File: src/rtl/hart_run_ctl.sv
// hart_run_ctl: independent run/halt/resume controllers, one per hart, for a debug module.
// Single-step support is compiled in only when HART_RUN_CTL_STEP_EN is defined.
module hart_run_ctl #(
  parameter int NHARTS       = 1,
  parameter int HALT_TIMEOUT = 255,
  parameter int RESET_HALT   = 0
) (
  input  logic                  clk,
  input  logic                  rst,
  input  logic [NHARTS-1:0]     halt_req,
  input  logic [NHARTS-1:0]     resume_req,
  input  logic [NHARTS-1:0]     core_halted,
  input  logic [NHARTS-1:0]     core_retire,
  input  logic [NHARTS-1:0]     step,
  output logic [NHARTS-1:0]     debug,
  output logic [NHARTS-1:0]     halted,
  output logic [NHARTS-1:0]     resume_ack,
  output logic [3*NHARTS-1:0]   halt_cause,
  output logic [NHARTS-1:0]     halt_err,
  output logic                  any_halted,
  output logic                  all_halted
);

  typedef enum logic [1:0] {
    RUNNING  = 2'd0,
    HALTING  = 2'd1,
    HALTED   = 2'd2,
    RESUMING = 2'd3
  } state_t;

  localparam logic [2:0]  CAUSE_NONE    = 3'd0;
  localparam logic [2:0]  CAUSE_HALTREQ = 3'd3;
  localparam logic [2:0]  CAUSE_STEP    = 3'd4;
  localparam logic [2:0]  CAUSE_RESET   = 3'd5;
  localparam logic [15:0] TIMEOUT       = 16'(HALT_TIMEOUT);

  function automatic logic [15:0] sat_inc16(input logic [15:0] val);
    if (val == 16'hFFFF) begin
      return val;
    end else begin
      return val + 16'd1;
    end
  endfunction

`ifndef HART_RUN_CTL_STEP_EN
  logic unused_step_inputs;
  assign unused_step_inputs = ^{step, core_retire};
`endif

  for (genvar i = 0; i < NHARTS; i++) begin : g_hart
    state_t      state_r;
    logic [15:0] cnt_r;
    logic [2:0]  cause_r;
    logic        debug_r;
    logic        halted_r;
    logic        ack_r;
    logic        err_r;
    logic        req_q_r;
`ifdef HART_RUN_CTL_STEP_EN
    logic        step_armed_r;
`endif

    // Per-hart FSM; all outputs are registered from the same transition decisions.
    always_ff @(posedge clk) begin
      if (rst) begin
        state_r  <= (RESET_HALT != 0) ? HALTING : RUNNING;
        cnt_r    <= 16'd0;
        cause_r  <= (RESET_HALT != 0) ? CAUSE_RESET : CAUSE_NONE;
        debug_r  <= (RESET_HALT != 0);
        halted_r <= 1'b0;
        ack_r    <= 1'b0;
        err_r    <= 1'b0;
        req_q_r  <= 1'b0;
`ifdef HART_RUN_CTL_STEP_EN
        step_armed_r <= 1'b0;
`endif
      end else begin
        req_q_r <= halt_req[i];
        ack_r   <= 1'b0;
        case (state_r)
          RUNNING: begin
            if (halt_req[i]) begin
              state_r <= HALTING;
              cause_r <= CAUSE_HALTREQ;
              debug_r <= 1'b1;
              cnt_r   <= 16'd0;
              if (!req_q_r) begin
                err_r <= 1'b0;
              end else begin
                err_r <= err_r;
              end
`ifdef HART_RUN_CTL_STEP_EN
              step_armed_r <= 1'b0;
            end else if (step_armed_r && core_retire[i]) begin
              state_r      <= HALTING;
              cause_r      <= CAUSE_STEP;
              debug_r      <= 1'b1;
              cnt_r        <= 16'd0;
              step_armed_r <= 1'b0;
`endif
            end else begin
              state_r <= RUNNING;
            end
          end
          HALTING: begin
            // The error flag rises on the edge that completes the HALT_TIMEOUT-th HALTING cycle.
            cnt_r <= sat_inc16(cnt_r);
            if (sat_inc16(cnt_r) == TIMEOUT) begin
              err_r <= 1'b1;
            end else begin
              err_r <= err_r;
            end
            if (core_halted[i]) begin
              state_r  <= HALTED;
              halted_r <= 1'b1;
            end else begin
              state_r <= HALTING;
            end
          end
          HALTED: begin
            if (resume_req[i] && !halt_req[i]) begin
              state_r  <= RESUMING;
              debug_r  <= 1'b0;
              halted_r <= 1'b0;
            end else begin
              state_r <= HALTED;
            end
          end
          RESUMING: begin
            if (!core_halted[i]) begin
              state_r <= RUNNING;
              ack_r   <= 1'b1;
`ifdef HART_RUN_CTL_STEP_EN
              step_armed_r <= step[i];
`endif
            end else begin
              state_r <= RESUMING;
            end
          end
          default: begin
            state_r  <= RUNNING;
            debug_r  <= 1'b0;
            halted_r <= 1'b0;
          end
        endcase
      end
    end

    assign debug[i]              = debug_r;
    assign halted[i]             = halted_r;
    assign resume_ack[i]         = ack_r;
    assign halt_err[i]           = err_r;
    assign halt_cause[3*i +: 3]  = cause_r;
  end

  assign any_halted = |halted;
  assign all_halted = &halted;

endmodule

File: config.mk
export PLATFORM = sky130hd
export DESIGN_NAME = hart_run_ctl
export DESIGN_NICKNAME = d
export VERILOG_FILES = /design/src/rtl/hart_run_ctl.sv
export SDC_FILE = /design/constraint.sdc
export NUM_CORES = 1
export LEC_CHECK = 0
export CORE_ASPECT_RATIO = 1.75
export CORE_MARGIN = 2
export CORE_UTILIZATION = 43
export CTS_CLUSTER_DIAMETER = 60
export DETAILED_ROUTE_END_ITERATION = 6
export GPL_TIMING_DRIVEN = 0
export PLACE_DENSITY = 0.69
export SKIP_LAST_GASP = 1
export SLEW_MARGIN = 10
export SYNTH_ARGS = -nofsm -noshare
export SYNTH_HDL_FRONTEND = slang
export SYNTH_SLANG_ARGS = --single-unit
File: constraint.sdc
create_clock -name clk -period 2 [get_ports clk]
set_input_delay 0.4 -clock clk [delete_from_list [all_inputs] [get_ports clk]]
set_output_delay 0.4 -clock clk [all_outputs]
set_load 0.03 [all_outputs]
### After elaboration in Yosys (flattened, before gate mapping)

Index checks and enable logic that the tools add are counted.

* flip-flop bits (word level): 24
* bits of input ports: 7
* output and inout port bits: 9
* word-level logic and storage cells: 52

* add/subtract/negate cells: 1
* equality and inequality tests: 10
* muxes and demuxes: 20
* bitwise operators: 1
* reduce and logical (&&, ||, !) cells: 12

Operators by type and width (count)
* $mux 16: 4
* $pmux 16 s2: 1
* $add 16x1->16 const B: 1
* $eq 16x16->1 const B: 1
* $eq 16x8->1 const B: 1
* $ne 2x2->1 const B: 5
* $mux 1: 9
* $pmux 2 s4: 1
* $pmux 1 s2: 3
* $reduce_and 3->1: 2
* $reduce_bool 2->1: 3
* $eq 2x2->1 const B: 2
* $mux 2: 2
* $reduce_and 2->1: 2
* $reduce_and 4->1: 1
* $eq 2x1->1 const B: 1
* $logic_not 2->1: 1
* $reduce_or 2->1: 1
* $logic_and 1x1->1: 1
* $logic_not 1->1: 1
* $not 1->1: 1

### Depth between registers and ports, before layout

Gate-level depths: netlist (run 1).

* depth after elaboration: 7
* gate-level depth with buffers: 7
* depth with buffers taken out: 6

### Worst setup path before layout (run 1)

Ideal clock, no wire load.

* kind: register -> register
* from: reg g_hart[0].cnt_r[0]
* to: reg g_hart[0].err_r (netlist: halt_err)
* setup time: 0.059 ns
* arrival: 1.872 ns
* required time: 1.941 ns
* path slack: 0.069 ns
* cell stages (with the launch flop): 8
* path buffers: 1
* period minus slack after synthesis: 1.931 ns
* cells stage by stage: dfxtp_1 -> ha_1 -> nand3_2 -> buf_4 -> or3_1 -> nor3b_1 -> o2111a_1 -> a31o_1

* cells in the longest elaborated chain, start to end: 7
* elaborated cells between the ends (all ways): 8
* classes of those cells: add/sub: 1; eq/ne: 3; mux: 3; reduce/logical: 1

Ends and longest elaborated chain
* start, declared: RTL line 52 `logic [15:0] cnt_r;`
* start signal, assigned: RTL line 107 `cnt_r <= sat_inc16(cnt_r);`
* $add 16x1->16 / $eq 16x16->1 (equally long branches): RTL line 41, 38
* $mux 16 (*)
* $mux 16 (*): RTL line 80 `case (state_r)`
* $mux 16 (*): RTL line 65 `if (rst) begin`
* $eq 16x8->1 (*): RTL line 108 `if (sat_inc16(cnt_r) == TIMEOUT) begin`
* $ne 2x2->1 (no line) (*)
* $reduce_and 4->1 (no line) (*)
* end signal, assigned: RTL line 90 `err_r <= err_r;`
* end signal, assigned: RTL line 111 `err_r <= err_r;`
* end, declared: RTL line 57 `logic err_r;`

Every way passes the cells marked *; elsewhere a longest branch is shown, timed or not. The select of a mux whose other input is x is not followed.
A chain may end at the register's enable or synchronous reset.

### Final worst setup path (run 1)

* from: reg g_hart[0].cnt_r[0]
* to: reg g_hart[0].cnt_r[4]

* cells in the longest elaborated chain, start to end: 3
* elaborated cells between the ends (all ways): 4
* classes of those cells: add/sub: 1; eq/ne: 1; mux: 2

Ends and longest elaborated chain
* $add 16x1->16 / $eq 16x16->1 (equally long branches): RTL line 41, 38
* $mux 16 (*): RTL line 38 `if (val == 16'hFFFF) begin`
* $pmux 16 s2 (*): RTL line 80

Every way passes the cells marked *; elsewhere a longest branch is shown, timed or not.

==> results_dict.tcl, run 1 <==
set metrics [dict create \
    hold_buffers 0 \
    die_area_um2 4180 \
    cts_max_path_buffers 2 \
    rsz0062_at_grt "yes" \
    worst_ep_arrival_time_ns 2.12 \
    nNetsFinal 217 \
    drtIter0Drc 43 \
    final_area_um2 1900 \
    io_pins 16 \
    routabilityCongestion 0.873 \
    yosys_warnings 0 \
    multi_input_area_um2 1050 \
    cts_buffers 3 \
    place_ws_ns -0.264 \
    grt_max_degree 14 \
    cts.sinks 24 \
    worstPathRequired_ns 2.18 \
    hpwl_um 3130 \
    avgSynthCellArea_um2 8.33 \
    regArea_um2 488 \
    antenna_found_initial 0 \
    hold_path_class "reg -> reg" \
    run_status "finished clean" \
    startpoint "g_hart[0].cnt_r[0]" \
    clkTransAtPathRegs_ns 0.09 \
    hold_violations 0 \
    fillers 366 \
    syn_nets 197 \
    place_area_um2 1750 \
    timing.fmax_mhz 515 \
    synth_top_area_share_pct 30.5 \
    r2r-start "g_hart[0].cnt_r[0]" \
    grt_usage_pct 22.5 \
    skew_ns 0.00332 \
    grt_pass1_wl_um 7220 \
    first_global_vias 1523 \
    worst_slack_ns 0.0576 \
    num_vias 1563 \
    worst_pin_slew_ns 0.570 \
    placed_cells 247 \
    powerDensity_nw_per_um2 543 \
    use_met1_pct 23.1 \
    final_cells 254 \
    top_usage_layer "met2" \
    final_antenna_net_count 0 \
    wl_per_cell_um 17.2 \
    p_leak_nw 0.619 \
    peakVddDrop_v 0.000663 \
    routed_wl_um 4370 \
    crit_path_start_kind "flop" \
    die_w_um 49.8 \
    post_drt_via_cell_ratio 6.15 \
    synth_edf_count 0 \
    initial_core_util_pct 44.3 \
    cp-end-kind "flop" \
    rows 29 \
    syn_area_um2 1580 \
    drive_gt1_share_pct 21.2 \
    cts-root-buf "clkbuf_8" \
    cts_max_level 1 \
    maxSlewHeadroom_pct 62.0 \
    finalCriticalPeriod_ns 1.94 \
    synth.area.top_cells "dfxtp_1 (31%), a21oi_1 (5.7%), buf_4 (4.3%), nor3_1 (3.5%), a311oi_1 (3.3%)" \
    antenna_cells 0 \
    synth_seq_cells 24 \
    dr.pass1.iters 4 \
    portBuffers 12 \
    setup_violations 0 \
    finalSetupTns_ns 0 \
    synth_cell_types 57 \
    synth_top_area_cell "dfxtp_1" \
    ys.flop_type "dfxtp_1" \
    synthCells 189 \
    timing.final.crit_share_pct 97.1 \
    gr-usage-met3_pct 2.15 \
    synthArstFlopShare_pct 0 \
    hold_path_startpoint "debug" \
    crit_path_max_fanout 10 \
    drc_errors 0 \
    core-area_um2 3560 \
    drv_cap 0 \
    worstSetupPathType "reg -> reg" \
    syn_to_final_growth_pct 20.7 \
    grt_use_met2_pct 41.2 \
    clock_latency_ns 0.27 \
    drv_slew 0 \
    globalRouteOverflowTotal 0 \
    die_h_um 84.1 \
    yosysSeqAreaShare_pct 30.5 \
    cts_tree "built" \
]
[sequential cells by signal, indices dropped and copies added, names as in the netlist, named ones only]
register	cells
g_hart.state_r	1
halt_cause	1
all_halted	1
resume_ack	1
g_hart.req_q_r	1
debug	1
halt_err	1
g_hart.cnt_r	16
[cell usage in the layout (no fill, tap or decap), types with 2 or more instances in the layout]
cell              n
dfxtp_1          20
buf_4            12
clkdlybuf4s50_1  12
nor3_1           10
and3_1            2
a21oi_1          18
a211oi_1          4
nor2b_1           4
nor4_2            2
nand2b_1          4
dfxtp_2           3
o21a_1            2
clkbuf_8          4
o211ai_1          2
xnor2_1           3
nand3_2           2
or3_4             2
a31o_2            2
clkbuf_1          5
nand2_1           9
nand3_1           2
a31oi_1           3
and2_1            2
o21ai_0          10
nor2_1           13
inv_1             3
a311oi_1          6
nor4_1            2
nand4_1           4
a41oi_1           2
nand3_4           3
[metrics by stage]
step                      power [mW]  hold slack [ns]  util [%]
after detailed placement       0.696            0.483      49.3
after floorplan                0.632            0.472         -
after global routing            1.08            0.521      53.4
after CTS                       1.04            0.498      52.1
final                           1.03            0.496      53.4
after global placement         0.696            0.474      49.3
[worst paths after layout]
kind / to / slack (ns) / cells after the start
setup / recovery: g_hart[0].cnt_r[4] / 0.06 / 7
hold / removal: debug / 0.50 / 2
setup reg to reg: g_hart[0].cnt_r[4] / 0.06 / 7
hold reg to reg: debug / 0.50 / 2
[final cells by class]
class                           instances  share of cell area, %
Tap cell                               46                   3.03
Timing Repair Buffer                   15                   7.50
Inverter                                3                  0.592
Sequential cell                        24                   25.7
Multi-Input combinational cell        146                   55.3
Clock buffer                            4                   2.90
Buffer                                 16                   5.00
[cell usage after synthesis, types with 2 or more instances]
master,number
nor2b_1,5
buf_4,9
nand3_1,2
nor4_1,2
a41oi_1,2
and2_1,2
nand3_4,3
clkbuf_1,6
dfxtp_1,24
inv_1,3
nor4_2,3
nand2b_1,4
and3_1,2
nor3_1,11
nand4_1,4
o31ai_1,2
o21ai_0,10
nor3b_1,2
a211oi_1,4
a311oi_1,6
o21a_1,2
xnor2_1,3
nor2_1,13
o211ai_1,2
nand2_1,10
a21oi_1,18
a31oi_1,3
nand3_2,2
a31o_2,2
[metal layers]
layer / routed length, um / part of all wire [%]
met5: 0 / 0
met4: 244 / 5.6
met3: 122 / 2.8
met2: 2330 / 53
met1: 1670 / 38
[critical path, stage by stage, from the launching register on]
cell,delay [ns]
dfxtp_4,0.40
ha_4,0.18
nand3_2,0.10
buf_4,0.19
or3_4,0.40
nor2_4,0.21
o21ai_0,0.10
a311oi_1,0.25
[cells by family after synthesis]
| family | synth area share, % |
|---|---|
| and+or+nand+nor | 31.9 |
| muxes | 0.635 |
| AOI/OAI and AO/OA | 26.9 |
| xor gates and xnor gates | 2.22 |
| buffers and inverters | 6.75 |
| other | 0.238 |
| adders and majority gates | 0.794 |
| DFF | 30.5 |
[what timing repair did]
action | 4_1_cts | 5_1_grt
gates resized for setup | 9 | 9
endpoints found under the setup margin | 12 | 9
setup buffers | 1 | 2
pin swaps | 1 | 4
hold endpoints to repair | 0 | 0
[report_power, final]
group          internal [mW]  switching [mW]  total (mW)
Combinational         0.0734           0.110       0.184
Clock                  0.176           0.165       0.342
Sequential             0.491          0.0167       0.508
Total                  0.740           0.293        1.03
(Power assumes the default switching activity.)
==> run 2: changes to the inputs <==
CTS_CLUSTER_DIAMETER = default   (was 60)
==> results of run 2 <==
No change in the layout: final DEF, timing and power equal those of run 1.
==> run 3: changes to the inputs <==
CORE_UTILIZATION = 50   (was 43)
GPL_ROUTABILITY_DRIVEN = 1   (was default)
GPL_TIMING_DRIVEN = default   (was 0)
PLACE_DENSITY = 0.77   (was 0.69)
==> run 3 against run 2 <==
Effect of this change: design area increased by 2.4%; setup slack gained 0.019 ns; hold slack worse by 0.0066 ns; maximum frequency up 1.0%; sequential share of layout area decreased by 0.79 points; combinational power increased by 6%; clock power hardly changed; via count up 11%; clock-buffer cell count unchanged; power grew 0.88%; first-iteration DRC count rose by 110%; clock skew increased by 0.0015 ns; critical path type unchanged; largest cell class unchanged; highest routed layer unchanged.
==> results_dict.tcl, run 3 (synthesis gave the netlist of run 1 again) <==
set metrics [dict create \
    run_status "finished clean" \
    io_pins 16 \
    routabilityCongestion 0.975 \
    die_area_um2 3630 \
    post_drt_via_cell_ratio 6.73 \
    timing.final.crit_share_pct 96.2 \
    peakVddDrop_v 0.000456 \
    hpwl_um 3410 \
    crit_path_start_kind "flop" \
    clkTransAtPathRegs_ns 0.09 \
    die_h_um 78.3 \
    layout_commonest_cell "buf_4" \
    drc_errors 0 \
    timing.fmax_mhz 520 \
    rows 27 \
    cts.sinks 24 \
    antenna_cells 0 \
    drv_slew 0 \
    cp-end-kind "flop" \
    worstSetupPathType "reg -> reg" \
    crit_path_max_fanout 5 \
    first_global_vias 1740 \
    finalCriticalPeriod_ns 1.92 \
    syn_to_final_growth_pct 23.5 \
    cts_max_path_buffers 2 \
    core-area_um2 3070 \
    worstPathRequired_ns 2.22 \
    skew_ns 0.00477 \
    portBuffers 12 \
    hold_path_class "reg -> reg" \
    cts_tree "built" \
    cts_buffers 3 \
    worst_ep_arrival_time_ns 2.14 \
    cts-root-buf "clkbuf_8" \
    final_area_um2 1950 \
    final_cell_mix "buf_4 (24), dfxtp_1 (21), a21oi_1 (18)" \
    p_leak_nw 0.639 \
    globalRouteOverflowTotal 0 \
    largest_reg_flops 16 \
    grt_usage_pct 28.4 \
    final_antenna_net_count 0 \
    initial_core_util_pct 51.2 \
    place_area_um2 1830 \
    routed_wl_um 4640 \
    wl_per_cell_um 18.0 \
    powerDensity_nw_per_um2 536 \
    drv_cap 0 \
    regMostFlops "g_hart.cnt_r" \
    dr.pass1.iters 4 \
    grt_max_degree 25 \
    clock_latency_ns 0.27 \
    final_core_util_pct 63.3 \
    antenna_found_initial 0 \
    drive_gt1_share_pct 24.8 \
    hold_violations 0 \
    nNetsFinal 223 \
    num_vias 1729 \
    die_w_um 46.4 \
    setup_violations 0 \
    drtIter0Drc 90 \
    cts_max_level 1 \
    grt_pass1_wl_um 7690 \
]
-- run 3: cell count changes in the layout (fill, tap and decap cells not counted), sizes merged --
cell    change
buf        +11
clkbuf      -5
-- run 3: timing repair --
| item | in CTS | in global routing |
|---|---|---|
| gates resized for setup | 0 | 12 |
| setup buffers | 0 | 1 |
| setup endpoints to repair | 0 | 7 |
| hold buffers | 0 | 0 |
-- run 3: path summary, 6_finish.rpt --
kind	endpoint	startpoint	slack (ns)	depth (start not counted)
worst min-delay path	debug	debug	0.49	2
worst min register to register	debug	debug	0.49	2
worst max register to register	halt_err	g_hart[0].cnt_r[3]	0.08	6
worst max-delay path	halt_err	g_hart[0].cnt_r[3]	0.08	6
-- run 3: stage by stage --
| step | std cells | TNS, ns | hold slack (ns) | setup slack [ns] | power (mW) |
|---|---|---|---|---|---|
| floorplan | 189 | 0 | 0.472 | 0.0695 | 0.632 |
| global placement | 252 | 0 | 0.471 | 0.104 | 0.696 |
| detailed placement | 252 | 0 | 0.476 | 0.0752 | 0.701 |
| CTS | 256 | 0 | 0.489 | 0.0449 | 1.03 |
| global route | 257 | -0.0335 | 0.511 | -0.0335 | 1.08 |
| finish | 257 | 0 | 0.489 | 0.0768 | 1.04 |
-- run 3: metal layers --
| metal | GRT usage, % | wire length, um | vias to the layer above |
|---|---|---|---|
| met2 | 45.6 | 2400 | 99 |
| met1 | 30.1 | 1600 | 827 |
| met3 | 7.13 | 299 | 37 |
| met4 | 20.6 | 339 | 0 |
| li1 | - | - | 766 |
| met5 | 0 | 0 | - |
-- run 3: cell type report --
cell class,instances,area (um^2)
Clock buffer,4,55.1
Fill cell,250,1130
Inverter,3,11.3
Multi-Input combinational cell,146,1030
Sequential cell,24,484
Tap cell,43,53.8
Timing Repair Buffer,37,312
-- run 3: worst max-delay path, cell delays in order, from the launching register on --
cell      delay, ns
dfxtp_1        0.47
buf_4          0.19
and4_1         0.26
nand2b_1       0.09
o32a_1         0.34
nor4b_1        0.32
a31o_1         0.20
-- run 3: power by group --
| part | leakage [nW] | internal, mW | switching, mW |
|---|---|---|---|
| clock network | 0.0288 | 0.176 | 0.167 |
| registers | 0.196 | 0.491 | 0.0119 |
| logic | 0.414 | 0.0764 | 0.119 |
| total | 0.639 | 0.744 | 0.298 |
